File: config.mk
export PLATFORM = sky130hd
export DESIGN_NAME = addr_reg_bank_flat
export DESIGN_NICKNAME = d
export VERILOG_FILES = /design/src/rtl/addr_reg_bank_if.sv /design/src/rtl/addr_reg_bank.sv /design/src/flat_wrapper.sv
export SDC_FILE = /design/constraint.sdc
export NUM_CORES = 1
export LEC_CHECK = 0
export CORE_AREA = 5 5 118 98
export CTS_CLUSTER_SIZE = 14
export DETAILED_ROUTE_END_ITERATION = 7
export DIE_AREA = 0 0 123 103
export PLACE_DENSITY = 0.56
export SKIP_CTS_REPAIR_TIMING = 1
export SLEW_MARGIN = 20
export SYNTH_ARGS = -nofsm -noshare
export SYNTH_HDL_FRONTEND = slang
export SYNTH_SLANG_ARGS = --single-unit
export TNS_END_PERCENT = 10
File: constraint.sdc
create_clock -name clock -period 3.45 [get_ports clock]
set_input_delay 0.69 -clock clock [delete_from_list [all_inputs] [get_ports clock]]
set_output_delay 0.69 -clock clock [all_outputs]
set_load 0.05 [all_outputs]
File: src/rtl/addr_reg_bank_if.sv
// addr_reg_bank_if: load/request/address bus between a datapath and the address register bank
interface addr_reg_bank_if #(
   parameter int WIDTH = 16,
   parameter int NCH   = 2
);
   logic [NCH*WIDTH-1:0] addr_in;
   logic [NCH-1:0]       wren;
   logic [NCH-1:0]       inc;
   logic [NCH-1:0]       dec;
   logic [NCH*WIDTH-1:0] addr_out;
   logic [NCH-1:0]       wrap;
   modport master (output addr_in, wren, inc, dec, input addr_out, wrap);
   modport slave  (input addr_in, wren, inc, dec, output addr_out, wrap);
endinterface

File: src/rtl/addr_reg_bank.sv
// addr_reg_bank: multi-channel address registers with write-through load, post-increment, pre-decrement and sticky wrap flag
module addr_reg_bank #(
   parameter int WIDTH     = 16,
   parameter int NCH       = 2,
   parameter int STEP      = 1,
   parameter int RESET_VAL = 0,
   parameter bit SATURATE  = 1'b0
) (
   input logic            clock,
   input logic            reset,
   addr_reg_bank_if.slave bus
);
   localparam logic [WIDTH:0]   STEP_X = (WIDTH+1)'(STEP);
   localparam logic [WIDTH-1:0] RST_V  = WIDTH'(RESET_VAL);
   for (genvar g = 0; g < NCH; g++) begin : g_ch
      logic [WIDTH-1:0] a_in, r_q, r_d, inc_r, dec_r;
      logic [WIDTH:0]   sum, diff;
      logic             w_q, w_d, ld, do_inc, do_dec;
      assign a_in   = bus.addr_in[g*WIDTH +: WIDTH];
      assign ld     = bus.wren[g];
      assign do_inc = !ld && bus.inc[g] && !bus.dec[g];
      assign do_dec = !ld && bus.dec[g] && !bus.inc[g];
      // Step arithmetic in WIDTH+1 bits; the top bit is the carry/borrow that marks a wrap or clamp
      always_comb begin
         sum   = {1'b0, r_q} + STEP_X;
         diff  = {1'b0, r_q} - STEP_X;
         inc_r = (SATURATE && sum[WIDTH]) ? {WIDTH{1'b1}} : sum[WIDTH-1:0];
         dec_r = (SATURATE && diff[WIDTH]) ? '0 : diff[WIDTH-1:0];
         r_d   = ld ? a_in : do_inc ? inc_r : do_dec ? dec_r : r_q;
         w_d   = ld ? 1'b0 : (do_inc && sum[WIDTH]) || (do_dec && diff[WIDTH]) || w_q;
      end
      // Channel state, cleared asynchronously by reset
      always_ff @(posedge clock or posedge reset) begin
         if (reset) begin
            r_q <= RST_V;
            w_q <= 1'b0;
         end else begin
            r_q <= r_d;
            w_q <= w_d;
         end
      end
      assign bus.addr_out[g*WIDTH +: WIDTH] = reset ? RST_V : ld ? a_in : do_dec ? dec_r : r_q;
      assign bus.wrap[g] = w_q;
   end
endmodule

File: src/flat_wrapper.sv
// flat-port wrapper written by rule: the top's interface ports become plain ports
module addr_reg_bank_flat 
#(
   parameter int WIDTH     = 16,
   parameter int NCH       = 2,
   parameter int STEP      = 1,
   parameter int RESET_VAL = 0,
   parameter bit SATURATE  = 1'b0
)
  (clock, reset, bus_addr_in, bus_wren, bus_inc, bus_dec, bus_addr_out, bus_wrap);
  addr_reg_bank_if #(.WIDTH(WIDTH), .NCH(NCH)) bus_i ();
  input logic clock;
  input logic reset;
  input wire logic [$bits(bus_i.addr_in)-1:0] bus_addr_in;
  input wire logic [$bits(bus_i.wren)-1:0] bus_wren;
  input wire logic [$bits(bus_i.inc)-1:0] bus_inc;
  input wire logic [$bits(bus_i.dec)-1:0] bus_dec;
  output wire logic [$bits(bus_i.addr_out)-1:0] bus_addr_out;
  output wire logic [$bits(bus_i.wrap)-1:0] bus_wrap;
  assign bus_i.addr_in = bus_addr_in;
  assign bus_i.wren = bus_wren;
  assign bus_i.inc = bus_inc;
  assign bus_i.dec = bus_dec;
  assign bus_addr_out = bus_i.addr_out;
  assign bus_wrap = bus_i.wrap;
  addr_reg_bank #(.WIDTH(WIDTH), .NCH(NCH), .STEP(STEP), .RESET_VAL(RESET_VAL), .SATURATE(SATURATE)) u_core (.clock(clock), .reset(reset), .bus(bus_i));
endmodule
==> metrics.txt, run 1 <==
Clock Skews=about 3.3 ps; layout cells sized above 1=0.209; minimum clock period=between 3000 and 4000 ps; Ys Warns=0; die width=roughly 120 µm; final period utilization=0.977; Flop pwr share=0.337; vias=roughly 3,300; Hold Path Class=reg -> reg; number of synthesized flops with an enable pin=0; Internal Pwr Total=between 1 and 1.5 mW; RR Startpoint=u_core.g_ch[0].r_q[2]; Setup-failing EPs final=0; ordered list of cells on the worst path=clkdlybuf4s50_1 > nor4b_4 > buf_4 > nor2b_1 > nand2_1 > xor2_1 > a211oi_1 > buf_12; fin. max-slew vios=0; drt first-iter violations=168; Root Driver=clkbuf_16; DIE AREA=between 10,000 and 15,000 µm²; Area Growth Syn to Fin=44.2%; most common cell after layout, fill and taps aside=nand2_1; CTS tree=done; Pleak=between 1.5 and 2 nW; peak fanout along the critical path=5; Die Ht=103 µm; Port Buf Inserts=73; FP Rows=34; run status=finished, final reports clean; post-DP HPWL=7430 µm; Final nets=approximately 550; data arrival time of the critical path=between 2000 and 3000 ps; Cell Area, Synth=about 3300 µm²; Inserted Diodes=0; P_sw=around 560 µW; actual slew at the worst max-slew pin=between 500 and 600 ps; initial antenna violation count=0; VDD IR max=~0.00017 V; library cells used by synthesis=66; pre-CTS setup slack=-33.5 ps; Initial Utilization=0.314; average vias per placed instance=5.12; placeable core area=roughly 10,000 µm²; Final Wtd Congestion=roughly 0.89; clk sinks=34; maxcap violations=0; htree depth=2; GR Overflow Total=0; hold_sp=u_core.g_ch[0].w_q; fin worst setup slack=between 70 and 80 ps; hold worst-path end=u_core.g_ch[0].w_q; syn avg cell area=between 7 and 8 µm²; Final Power=1.56 mW; WL final=around 10000 µm; Final Hold Fails=0; worst reg2reg path depth=6; Synthesized Nets=468; DRC Markers=0; clock power share=0.288; Clk pin slew, worst setup/hold paths=50 ps; combinational share of power=0.375; #FFs+latches synth=34; CP Launch Type=input port; largest net degree at the start of global routing=33; vias in the first global route=approximately 3,200; number of I/O pins=between 70 and 80; placed instance area=between 4000 and 5000 µm²; DRT Pass-1 Iters=4; sequential share of the synthesized area=0.260; WL/cell=15.2 µm; Worst path slowest cell=clkdlybuf4s50_1; Highest Clock Rate=just under 300 MHz; CTS buffer count=5; setup slack, reg-to-reg=1090 ps; Async S/R FF share, synth=1.00; Rel. slew slack=0.636; commonest cells after routing, fill and taps aside=58 x nand2_1, 44 x buf_4, 39 x clkdlybuf4s50_1, 36 x nor2_1; Switching Fraction=0.357; Clock Latency Late Sink=between 200 and 300 ps; Worst Setup End Kind=output pin; Hold Crit Depth=2; Clock Path Buffers=2; Total GRT Usage=0.156; first-pass GRT wire length=roughly 16,000 µm; critical path required time=~2800 ps; Hold WS=around 550 ps; final non-filler cell total=646; Crit Reg-Reg Endpoint=u_core.g_ch[0].r_q[13]; Routed Antenna Nets=0; power density cells=roughly 330 nW/µm²; largest incremental delay on the critical path=about 470 ps; dpl cells=approximately 640; Synth Flop Type=dfrtp_1; crit path kind=in -> out; Post-Synthesis Cells=between 400 and 500; design area=between 4000 and 5000 µm²
==> routing by layer <==
metal	vias up	wire (µm)	share of wire	global-route usage
li1	1635	-	-	-
met5	-	0	0	0
met2	88	4420	0.45	0.233
met1	1584	4810	0.49	0.240
met4	0	38	0.0039	0.0264
met3	2	557	0.057	0.0219
==> worst max path at each step <==
stage	start	end	cells after the start
after CTS	bus_wren[0]	bus_addr_out[13]	7
after detailed placement	bus_wren[0]	bus_addr_out[13]	7
after floorplan	bus_wren[0]	bus_addr_out[15]	6
after global routing	bus_inc[1]	bus_addr_out[31]	9
final	bus_inc[1]	bus_addr_out[29]	8
after global placement	bus_wren[0]	bus_addr_out[13]	7
==> layout make-up <==
type | instances | area [µm²]
Timing Repair Buffer | 112 | 1300
Tap cell | 144 | 180
Clock inverter | 1 | 5.00
Clock buffer | 7 | 143
Fill cell | 1031 | 5710
Inverter | 11 | 41.3
Multi-Input combinational cell | 337 | 2200
Sequential cell | 34 | 851
==> sequential cells by signal (all words and copies together) (netlist names) <==
| signal | cells |
|---|---|
| u_core.g_ch.w_q | 2 |
| u_core.g_ch.r_q | 32 |
==> through the flow <==
stage                util  TNS [ps]
finish              0.452         0
global route        0.452     -89.3
CTS                 0.444     -68.1
detailed placement  0.430     -53.1
global placement    0.430     -11.9
floorplan               -     -1280
==> synthesized netlist by cell type, drive strengths merged (6+ instances only) <==
master  instances  share of area
nand2          58          0.067
nor2           37          0.042
dfrtp          34           0.26
xnor2          34          0.091
clkbuf         32          0.049
o21ai          32          0.049
a21oi          23          0.035
xor2           23          0.062
a211oi         11          0.027
buf            10          0.022
inv            10          0.011
nor4           10          0.024
nand3           9          0.014
nand4           9          0.017
a21boi          8          0.018
nor2b           6          0.011
or3             6          0.015
==> power groups by stage <==
stage               sequential [mW]  clock (mW)  combinational (mW)
finish                        0.526       0.450               0.586
global route                  0.535       0.480               0.631
CTS                           0.520       0.465               0.582
detailed placement            0.527           0               0.579
global placement              0.524           0               0.574
floorplan                     0.473           0               0.392
==> kinds of logic after synthesis <==
logic type      after synthesis  share of synthesized area
mux                           2                    0.00612
simple gates                175                      0.287
buf+inv                      53                     0.0842
fa+ha+maj                     4                     0.0153
compound gates               99                      0.195
flops                        34                      0.260
xor+xnor                     57                      0.153
==> critical path, delay by kind of cell <==
family	cells	cell delay, ps
buffers and inverters	3	850
AOI/OAI and AO/OA	1	410
and+or+nand+nor	3	570
xor gates and xnor gates	1	150
Power figures use the tool's default switching activity.
==> run 2, diff against run 1 <==
--- a/config.mk
+++ b/config.mk
@@ -6,7 +6,7 @@
 export NUM_CORES = 1
 export LEC_CHECK = 0
 export CORE_AREA = 5 5 118 98
-export CTS_CLUSTER_SIZE = 14
+export CTS_CLUSTER_SIZE = 24
 export DETAILED_ROUTE_END_ITERATION = 7
 export DIE_AREA = 0 0 123 103
 export PLACE_DENSITY = 0.56
==> results of run 2 <==
No change in the layout: final DEF, timing and power equal those of run 1.
==> run 3, diff against run 2 <==
--- a/config.mk
+++ b/config.mk
@@ -5,6 +5,7 @@
 export SDC_FILE = /design/constraint.sdc
 export NUM_CORES = 1
 export LEC_CHECK = 0
+export CAP_MARGIN = 20
 export CORE_AREA = 5 5 118 98
 export CTS_CLUSTER_SIZE = 24
 export DETAILED_ROUTE_END_ITERATION = 7
==> results of run 3 <==
No change in the layout: final DEF, timing and power equal those of run 1.
